--- config.mk ---
export PLATFORM = sky130hd
export DESIGN_NAME = alu_rr_scheduler
export DESIGN_NICKNAME = d
export VERILOG_FILES = /design/src/rtl/alu_rr_scheduler.sv
export SDC_FILE = /design/constraint.sdc
export NUM_CORES = 1
export LEC_CHECK = 0
export CORE_AREA = 2 2 114 116
export DETAILED_ROUTE_END_ITERATION = 16
export DIE_AREA = 0 0 116 118
export PLACE_DENSITY_LB_ADDON = 0.15
export SLEW_MARGIN = 0
export SYNTH_ARGS = -nofsm -noshare
export SYNTH_HDL_FRONTEND = slang
export SYNTH_SLANG_ARGS = --single-unit
--- constraint.sdc ---
create_clock -name clk -period 2.9 [get_ports clk]
set_clock_uncertainty 0.2 [all_clocks]
set_input_delay 0.58 -clock clk [delete_from_list [all_inputs] [get_ports clk]]
set_output_delay 0.58 -clock clk [all_outputs]
set_load 0.02 [all_outputs]
--- src/rtl/alu_rr_scheduler.sv ---
// alu_rr_scheduler: round-robin arbiter sharing one external combinational ALU
// among NUM_REQ valid/ready requesters. Operands are registered toward the ALU,
// DIV (opcode 4) holds the ALU for DIV_LATENCY cycles, and the captured
// result/flags return with the requester ID on a valid/ready response channel.
// Optional build macro ALU_SCHED_PERF_EN adds saturating busy-cycle and grant
// counters (perf_busy_cycles, perf_grants).
module alu_rr_scheduler #(
  parameter int NUM_REQ     = 4,
  parameter int WIDTH       = 16,
  parameter int SHIFT_W     = 5,
  parameter int DIV_LATENCY = 4,
  parameter int ID_W        = 2
) (
  input  logic                       clk,
  input  logic                       rst_n,
  input  logic [NUM_REQ-1:0]         req_valid,
  output logic [NUM_REQ-1:0]         req_ready,
  input  logic [4*NUM_REQ-1:0]       req_opcode,
  input  logic [WIDTH*NUM_REQ-1:0]   req_a,
  input  logic [WIDTH*NUM_REQ-1:0]   req_b,
  input  logic [SHIFT_W*NUM_REQ-1:0] req_shift,
  output logic [3:0]                 alu_opcode,
  output logic [WIDTH-1:0]           alu_input1,
  output logic [WIDTH-1:0]           alu_input2,
  output logic [SHIFT_W-1:0]         alu_shift,
  input  logic [WIDTH-1:0]           alu_result,
  input  logic                       alu_carry,
  input  logic                       alu_zero,
  input  logic                       alu_sign,
  output logic                       rsp_valid,
  input  logic                       rsp_ready,
  output logic [ID_W-1:0]            rsp_id,
  output logic [WIDTH-1:0]           rsp_result,
  output logic [2:0]                 rsp_flags,
  output logic                       busy
`ifdef ALU_SCHED_PERF_EN
  ,
  output logic [31:0]                perf_busy_cycles,
  output logic [31:0]                perf_grants
`endif
);

  localparam logic [1:0] S_IDLE = 2'd0;
  localparam logic [1:0] S_EXEC = 2'd1;
  localparam logic [1:0] S_RESP = 2'd2;

  localparam logic [3:0] OP_DIV = 4'd4;
  localparam int CNT_W = (DIV_LATENCY > 1) ? $clog2(DIV_LATENCY) : 1;
  localparam logic [CNT_W-1:0] DIV_CNT = CNT_W'(DIV_LATENCY - 1);
  localparam int SW = ID_W + 1;

  logic [1:0]             state;
  logic [ID_W-1:0]        rr_ptr;
  logic [CNT_W-1:0]       cnt;

  logic                   found;
  logic [ID_W-1:0]        winner;
  logic [ID_W-1:0]        next_ptr;
  logic [2*NUM_REQ-1:0]   rot_valid;
  logic [SW-1:0]          sum;
  logic [SW-1:0]          nsum;

  logic [3:0]             sel_op;
  logic [WIDTH-1:0]       sel_a;
  logic [WIDTH-1:0]       sel_b;
  logic [SHIFT_W-1:0]     sel_shift;

  // Round-robin search: rotate valids so rr_ptr sits at bit 0, take the first
  // set bit as an offset, then map the offset back to a requester index.
  always_comb begin
    found     = 1'b0;
    winner    = '0;
    sum       = '0;
    rot_valid = {req_valid, req_valid} >> rr_ptr;
    for (int unsigned k = 0; k < NUM_REQ; k++) begin
      if (!found && rot_valid[k]) begin
        found = 1'b1;
        sum   = SW'(rr_ptr) + SW'(k);
        if (sum >= SW'(NUM_REQ)) sum = sum - SW'(NUM_REQ);
        winner = sum[ID_W-1:0];
      end
    end
    nsum = SW'(winner) + SW'(1);
    if (nsum >= SW'(NUM_REQ)) nsum = '0;
    next_ptr = nsum[ID_W-1:0];
  end

  // Operand mux for the current winner.
  always_comb begin
    sel_op    = '0;
    sel_a     = '0;
    sel_b     = '0;
    sel_shift = '0;
    for (int unsigned i = 0; i < NUM_REQ; i++) begin
      if (winner == ID_W'(i)) begin
        sel_op    = req_opcode[i*4 +: 4];
        sel_a     = req_a[i*WIDTH +: WIDTH];
        sel_b     = req_b[i*WIDTH +: WIDTH];
        sel_shift = req_shift[i*SHIFT_W +: SHIFT_W];
      end
    end
  end

  // Grant only the winner, and only while idle.
  always_comb begin
    req_ready = '0;
    if (state == S_IDLE && found) req_ready = NUM_REQ'(1) << winner;
  end

  assign busy = (state != S_IDLE);

  // Scheduler FSM: accept, hold ALU operands for the op latency, return response.
  always_ff @(posedge clk or negedge rst_n) begin
    if (!rst_n) begin
      state      <= S_IDLE;
      rr_ptr     <= '0;
      cnt        <= '0;
      alu_opcode <= '0;
      alu_input1 <= '0;
      alu_input2 <= '0;
      alu_shift  <= '0;
      rsp_valid  <= 1'b0;
      rsp_id     <= '0;
      rsp_result <= '0;
      rsp_flags  <= '0;
    end else begin
      case (state)
        S_IDLE: begin
          if (found) begin
            alu_opcode <= sel_op;
            alu_input1 <= sel_a;
            alu_input2 <= sel_b;
            alu_shift  <= sel_shift;
            rsp_id     <= winner;
            rr_ptr     <= next_ptr;
            cnt        <= (sel_op == OP_DIV) ? DIV_CNT : '0;
            state      <= S_EXEC;
          end
        end
        S_EXEC: begin
          if (cnt != '0) begin
            cnt <= cnt - 1'b1;
          end else begin
            rsp_result <= alu_result;
            rsp_flags  <= {alu_carry, alu_zero, alu_sign};
            rsp_valid  <= 1'b1;
            state      <= S_RESP;
          end
        end
        S_RESP: begin
          if (rsp_ready) begin
            rsp_valid <= 1'b0;
            state     <= S_IDLE;
          end
        end
        default: state <= S_IDLE;
      endcase
    end
  end

`ifdef ALU_SCHED_PERF_EN
  // Saturating activity counters, cleared only by reset.
  always_ff @(posedge clk or negedge rst_n) begin
    if (!rst_n) begin
      perf_busy_cycles <= '0;
      perf_grants      <= '0;
    end else begin
      if (busy && perf_busy_cycles != '1) perf_busy_cycles <= perf_busy_cycles + 32'd1;
      if (state == S_IDLE && found && perf_grants != '1) perf_grants <= perf_grants + 32'd1;
    end
  end
`endif

endmodule

# Word-level counts from Yosys, hierarchy flattened
# Cells that the tools add are included.
# totals
reg_bits	69
in_bits	190
out_inout_bits	68
elab_cells	97
# classes
addsub	9
magnitude_cmp	5
n_eq_ne	10
shift	2
n_mux	41
n_bitwise	1
reduce_logical	18
# ops
cell	count
16-bit 2-to-1 mux	8
2-bit 2-to-1 mux	15
4-bit 2-to-1 mux	5
5-bit 2-to-1 mux	4
3-bit greater-or-equal comparator (second input constant)	4
2-bit by 1-bit subtractor with 2-bit output (second input constant)	5
3-bit AND reduction	3
2-bit inequality test (second input constant)	4
2-bit nonzero test	4
8-bit by 2-bit right shift with 4-bit output	1
2-bit by 1-bit adder with 3-bit output (second input constant)	2
2-bit by 2-bit adder with 3-bit output (second input constant)	2
2-bit == test (second input constant)	3
1-bit 2-to-1 mux	6
2-bit case mux with 3 select lines	1
2-bit by 1-bit == test with 1-bit output (second input constant)	2
4-bit by 3-bit == test with 1-bit output (second input constant)	1
1-bit logical AND	4
2-bit logical NOT	2
2-bit case mux with 2 select lines	1
2-bit AND reduction	2
1-bit by 2-bit << shifter with 4-bit output (first input constant)	1
2-bit by 3-bit greater-or-equal comparator with 1-bit output (second input constant)	1
1-bit logical NOT	3
other kinds (2)	2

# Logic depth before layout (Yosys ltp)
# Gate-level depths: netlist of the first run.
# logic_depth
depth_word	20
mapped_depth	12
mapped_depth_nobuf	9

# Least setup slack after synthesis of the first run
# No wires, ideal clock.
# synth_path
kind	input-to-output
startpoint	in req_valid[2]
endpoint	out req_ready[2]
arrival_ns	2.253
required_time_ns	2.120
setup_slack_ns	-0.133
path_stages	9
path_buffers	3
path_cell_list	nand2b_1 -> a21oi_1 -> a211oi_1 -> inv_1 -> ha_1 -> clkbuf_1 -> buf_2 -> buf_2 -> and3_1
# synth_between
elab_chain_len	13
elab_cells_between_ends	18
cone_classes	shift (2); mux (9); reduce/logical (7)
# synth_rtl
element	line	rtl
start, declared	16	input logic [NUM_REQ-1:0] req_valid,
8-bit by 2-bit right shift with 4-bit output (*)	74	rot_valid = {req_valid, req_valid} >> rr_ptr;
1-bit 2-to-1 mux	76	if (!found && rot_valid[k]) begin
1-bit logical NOT	76	
1-bit logical AND	76	
1-bit 2-to-1 mux	76	
1-bit logical NOT	76	
1-bit logical AND	76	
1-bit 2-to-1 mux	76	
1-bit logical NOT	76	
1-bit logical AND	76	
2-bit 2-to-1 mux (*)	76	
net winner[0]	57	logic [ID_W-1:0] winner;
1-bit by 2-bit << shifter with 4-bit output (*)	107	if (state == S_IDLE && found) req_ready = NUM_REQ'(1) << winner;
4-bit 2-to-1 mux (*)	107	
end, declared	17	output logic [NUM_REQ-1:0] req_ready,
# The timed path passes the listed nets; every way through them passes the cells marked *.

# Worst setup path after layout of the first run
# layout_path
startpoint	in req_valid[3]
endpoint	out req_ready[2]
# The elaborated chain is that of the path after synthesis.

==> flow_summary.json, run 1 <==
{
  "antenna_found_initial": 0,
  "hp-class": "in2async",
  "yosys.area.top_type": "dfrtp_1",
  "crit_path_end_kind": "primary output",
  "min_period_over_period_pct": 96.37,
  "synth_area_leaders": "dfrtp_1, a21oi_1, nand2_1",
  "cp_max_fo": 5,
  "worst_slew_pin_slew_ps": 886.0,
  "switchingPower_mw": 3.054,
  "routabilityCongestion": 0.7933,
  "irDropWorstVdd_uv": 451.1,
  "synth.most_common_cell": "nand2_1",
  "yosysUniqueCellTypes": 35,
  "slew_headroom_pct": 40.94,
  "max_freq_mhz": 357.8,
  "path_class": "in2out",
  "crit_arrival_ps": 2010,
  "slew_viol_final": 0,
  "grt_pass1_vias": 4548,
  "p_per_area_mw_per_mm2": 1029,
  "first_iter_violations": 200,
  "start_kind": "primary input",
  "firstDrtPassIters": 4,
  "clock_latency_ps": 320,
  "required_ps": 2120,
  "dieArea_mm2": 0.01369,
  "grt-ovfl-total": 0,
  "cts_tree": "yes",
  "place_hpwl_um": 10420,
  "dp_slack_ps": -568.5,
  "seq_area_frac_synth_pct": 41.69,
  "core_area_mm2": 0.01241,
  "ys.flop_type": "dfrtp_1",
  "setup_viol": 0,
  "chipWidth_um": 116,
  "dieHeight_um": 118,
  "reg2reg_to": "cnt[1]",
  "syn_to_final_growth_pct": 74.59,
  "synth_seq_cells": 69,
  "nFillCells": 1179,
  "p_int_mw": 4.386,
  "finalHoldViolCount": 0,
  "final_net_count": 944,
  "finalCriticalPeriod_ps": 2795,
  "r2r_cells": 11,
  "cts_made_buffers": 9,
  "synth_nets": 698,
  "globalRouteTotalUtil_pct": 20.45,
  "grt_pass1_wl_um": 22290,
  "synthCells": 503,
  "cap_viol_max_count": 0,
  "leakage_nw": 2.857,
  "cts_root_buffer": "clkbuf_16",
  "outcome": "complete, no violations",
  "yosysWarnings": 0,
  "synth_top_area_share_pct": 41.69,
  "power_frac_comb_pct": 59.1,
  "synth_area_per_cell_um2": 8.234,
  "rows": 41,
  "r2r_start": "rr_ptr[1]",
  "worst_slack_ps": 105.4,
  "grt_max_degree": 70,
  "drive_above_1_share_pct": 9.682,
  "seq_power_share_pct": 23.7,
  "async_flop_share_pct": 100.0,
  "rrSetupSlack_ps": 200,
  "drtAntennaViolNets": 0,
  "via_per_inst": 4.903,
  "wire_per_inst_um": 15.23,
  "rsz0062_at_grt": "no",
  "cts_sinks": 69,
  "synth_common_cells": "nand2_1, a21oi_1, dfrtp_1, nor2_1, nand2b_1",
  "post_synth_instance_area_mm2": 0.004141,
  "synth_edf_count": 0,
  "ios": 258,
  "diodes": 0,
  "clockBufferDepth": 2,
  "p_sw_share_pct": 41.05,
  "dr_total_vias": 4540,
  "cts_max_level": 3,
  "clockPowerShare_pct": 17.1,
  "drc": 0,
  "routed_wl_um": 14100,
  "io_buffers": 257,
  "start_util_pct": 33.36,
  "hold_ws_ps": 172.0,
  "clkTransAtPathRegs_ps": 60
}
-- layout by cell type (no fill, tap or decap), drive strengths merged, types with 21 or more instances in the layout --
cell type	count
o21ai	39
dfrtp	69
clkdlybuf4s50	248
nand2b	41
nor2	47
buf	22
a21oi	80
nand2	85
o211ai	35
mux2	21
-- what timing repair did --
action                     4_1_cts  5_1_grt
setup buffers                    2        0
hold buffers                     0        0
pin swaps                        2        1
setup endpoints to repair       22       29
gates resized for setup         16        9
-- power groups by stage --
stage	clock [mW]	sequential (mW)	combinational, mW
final	1.27	1.77	4.40
after global routing	1.35	1.83	4.84
after CTS	1.30	1.77	4.44
after detailed placement	0	1.78	4.42
after global placement	0	1.75	4.35
after floorplan	0	2.30	2.12
-- state kept, by name, summed over array words and instances, names as in the netlist --
name,count
rsp_flags,3
alu_input2,16
cnt,2
rsp_valid,1
rsp_result,16
alu_input1,16
alu_opcode,4
alu_shift,5
state,2
rsp_id,2
rr_ptr,2
-- per-stage QoR --
| step | area, um^2 | power, mW | TNS, ps | std cells | utilization (%) |
|---|---|---|---|---|---|
| 3_5_place_dp | 6865 | 6.199 | -15140 | 908 | 55.30 |
| 3_3_place_gp | 6865 | 6.105 | -12460 | 908 | 55.30 |
| 6_report | 7231 | 7.440 | 0 | 926 | 58.24 |
| 4_1_cts | 7228 | 7.508 | 0 | 926 | 58.22 |
| 5_1_grt | 7231 | 8.018 | 0 | 926 | 58.24 |
| 2_1_floorplan | 4149 | 4.428 | 0 | 503 | - |
-- worst max-delay path by stage --
stage            startpoint            to  slack [ps]  cells past startpoint
2_1_floorplan  req_valid[2]  req_ready[3]          20                      8
3_3_place_gp   req_valid[3]  req_ready[3]        -500                      7
3_5_place_dp   req_valid[3]  req_ready[2]        -570                      7
4_1_cts        req_valid[0]  req_ready[3]          10                      8
5_1_grt           rr_ptr[1]        cnt[1]          10                     11
6_report       req_valid[3]  req_ready[2]         110                      8
-- cell families (layout without fill, tap and decap cells) --
group                    Yosys count  after routing  share of synthesized area (%)
buffers and inverters             48            299                          5.801
flip-flops                        69             69                          41.69
AND/OR/NAND/NOR                  188            188                          20.88
adder cells (fa/ha/maj)            5              5                          1.511
multiplexers                      22             22                          6.133
AO/OA/AOI/OAI                    171            171                          23.99
-- routing by layer --
layer | track usage [%] | routed length (um) | part of all wire [%]
met1 | 24.03 | 5772 | 41
met2 | 35.53 | 6782 | 48
met3 | 5.973 | 1265 | 9.0
met4 | 6.324 | 279 | 2.0
met5 | 0 | 0 | 0
-- cell type report --
cell class / instances / area (um^2) / area share, %
repair buffers: 275 / 2714 / 37.53
multi-input cells: 386 / 2196 / 30.37
flip-flops and latches: 69 / 1727 / 23.88
clock buffers: 10 / 239.0 / 3.305
well taps: 172 / 215.2 / 2.976
clock inverters: 6 / 110.1 / 1.523
inverters: 8 / 30.03 / 0.4153
-- worst max-delay path, cell delays in order --
cell           delay, ps
dlygate4sd2_1        280
nand2b_1             150
a211oi_1             220
nor2_1               120
buf_4                150
ha_2                 180
and3_2               180
buf_4                150
Note: power is estimated with default switching activity, not from simulation.
==> run 2, diff against run 1 <==
- CORE_AREA: 2 2 114 116 -> 2 2 105 107
- DIE_AREA: 0 0 116 118 -> 0 0 107 109
- clock period: 2.9 -> 3.54 ns (I/O delays scaled with it)
==> flow_summary.json, run 2 (synthesis results as in run 1) <==
{
  "final_common_cell": "clkdlybuf4s50_1",
  "slew_viol_final": 0,
  "chipWidth_um": 107,
  "via_per_inst": 5.125,
  "wire_per_inst_um": 16.23,
  "grt_pass1_wl_um": 21880,
  "finalCriticalPeriod_ps": 3430,
  "cpMostUsedCell": "nor2_1",
  "globalRouteTotalUtil_pct": 24.22,
  "clock_latency_ps": 350,
  "routabilityCongestion": 0.8308,
  "irDropWorstVdd_uv": 685.1,
  "crit_arrival_ps": 2520,
  "dr_total_vias": 4551,
  "top_regs": "alu_input1: 16 flops, alu_input2: 16 flops, rsp_result: 16 flops",
  "grt_max_degree": 81,
  "seq_area_mm2": 0.001727,
  "syn_to_final_growth_pct": 68.76,
  "clkTransAtPathRegs_ps": 70,
  "grt-ovfl-total": 0,
  "post-route-cell-area_mm2": 0.006989,
  "r2r_cells": 11,
  "crit_start": "req_valid[1]",
  "slowest_delay_ps": 470,
  "worst_slew_pin_slew_ps": 995.3,
  "dieHeight_um": 109,
  "first_iter_violations": 204,
  "slew_headroom_pct": 33.45,
  "antenna_found_initial": 0,
  "core_area_mm2": 0.01060,
  "p_per_area_mw_per_mm2": 815.9,
  "crit_chain": "clkdlybuf4s50_1, nor3b_1, a211oi_1, nor2_1, buf_4, ha_2, inv_1, nor2_1, dlygate4sd2_1",
  "cts_max_level": 3,
  "cap_viol_max_count": 0,
  "instances_no_fill": 888,
  "crit_slowest_cell": "clkdlybuf4s50_1",
  "rrSetupSlack_ps": 660,
  "rsz0062_at_grt": "no",
  "setup_tns_ps": 0,
  "outcome": "complete, no violations",
  "drtAntennaViolNets": 0,
  "finalHoldViolCount": 0,
  "dieArea_mm2": 0.01166,
  "start_util_pct": 39.06,
  "cts.hold.buffers_added": 0,
  "path_class": "in2out",
  "final_net_count": 938,
  "r2r_start": "rr_ptr[1]",
  "firstDrtPassIters": 4,
  "required_ps": 2630,
  "clockBufferDepth": 2,
  "reg2reg_to": "cnt[1]",
  "routed_wl_um": 14410,
  "cts_sinks": 69,
  "place_area_mm2": 0.006774,
  "drive_above_1_share_pct": 7.888,
  "hp-class": "in2async",
  "min_period_over_period_pct": 96.90,
  "ios": 258,
  "start_kind": "primary input",
  "rows": 38,
  "crit_path_end_kind": "primary output",
  "cts_made_buffers": 9,
  "diodes": 0,
  "nFillCells": 897,
  "leakage_nw": 2.762,
  "grt_pass1_vias": 4507,
  "place_hpwl_um": 10260,
  "setup_viol": 0,
  "multiInputGateArea_mm2": 0.002187,
  "dp.cells": 872,
  "power_mw": 5.702,
  "cp_max_fo": 4,
  "cts_root_buffer": "clkbuf_8",
  "final_cell_mix": "clkdlybuf4s50_1, nand2_1, a21oi_1, dfrtp_1, nor2_1",
  "drc": 0,
  "cts_tree": "yes",
  "max_freq_mhz": 291.5,
  "worstSetupEndpoint": "req_ready[3]",
  "io_buffers": 257
}
run 2: changes by cell type in the layout (fill, tap and decap cells not counted), sizes merged:
cell	change
clkinv	+3
clkinvlp	-2
buf	-9
dlymetal6s2s	-1
clkbuf	-1
dlygate4sd2	+1
clkdlybuf4s50	+4
bufinv	-1
run 2: worst min path at each step:
stage             startpoint              to  depth (start not counted)
4_1_cts        alu_opcode[2]   alu_opcode[2]                          2
3_5_place_dp   alu_opcode[0]   alu_opcode[0]                          2
6_report               rst_n  rsp_result[10]                          1
2_1_floorplan          rst_n   alu_input1[0]                          0
5_1_grt            rsp_id[0]       rsp_id[0]                          1
3_3_place_gp   alu_opcode[0]   alu_opcode[0]                          2
run 2: through the flow:
step	setup slack [ps]	util, %	hold WS [ps]
final	109.8	65.92	261.0
after global routing	6.101	65.92	313.6
after CTS	104.6	65.87	303.5
after detailed placement	-125.3	63.89	277.9
after global placement	-86.05	63.89	268.9
after floorplan	250.8	-	212.4
run 2: layout make-up:
type                            instances  share of cell area (%)
Timing Repair Buffer                  269                   37.99
Multi-Input combinational cell        386                   31.29
Sequential cell                        69                   24.70
Tap cell                              140                   2.506
Clock buffer                           10                   1.826
Clock inverter                          6                   1.253
Inverter                                8                  0.4296
run 2: per-layer routing:
metal	track usage, %	vias to the layer above	routed length [um]
li1	-	2218	-
met1	26.82	2126	5623
met2	43.27	180	7221
met3	7.292	27	1190
met4	10.30	0	374
met5	0	-	0
run 2: critical path: cells and delay by family:
| kind | cells | cell delay, ps |
|---|---|---|
| compound gates | 1 | 80 |
| fa+ha+maj | 1 | 170 |
| buf+inv | 4 | 1030 |
| simple gates | 3 | 530 |
run 2: where the power goes:
part	switching [mW]	leakage, nW	total (mW)	internal [mW]
Clock	0.308	0.110	0.704	0.397
Combinational	1.94	1.85	3.56	1.62
Sequential	0.230	0.803	1.44	1.21
Total	2.48	2.76	5.70	3.22
run 2: timing repair:
action	CTS	global route
setup buffers	0	0
endpoints found under the hold margin	0	0
gates resized for setup	4	1
endpoints found under the setup margin	4	1
==> run 3, diff against run 2 <==
- GPL_ROUTABILITY_DRIVEN: unset -> 0
==> results of run 3 <==
Same layout as run 2: the final DEF is identical, and so are final timing and power.
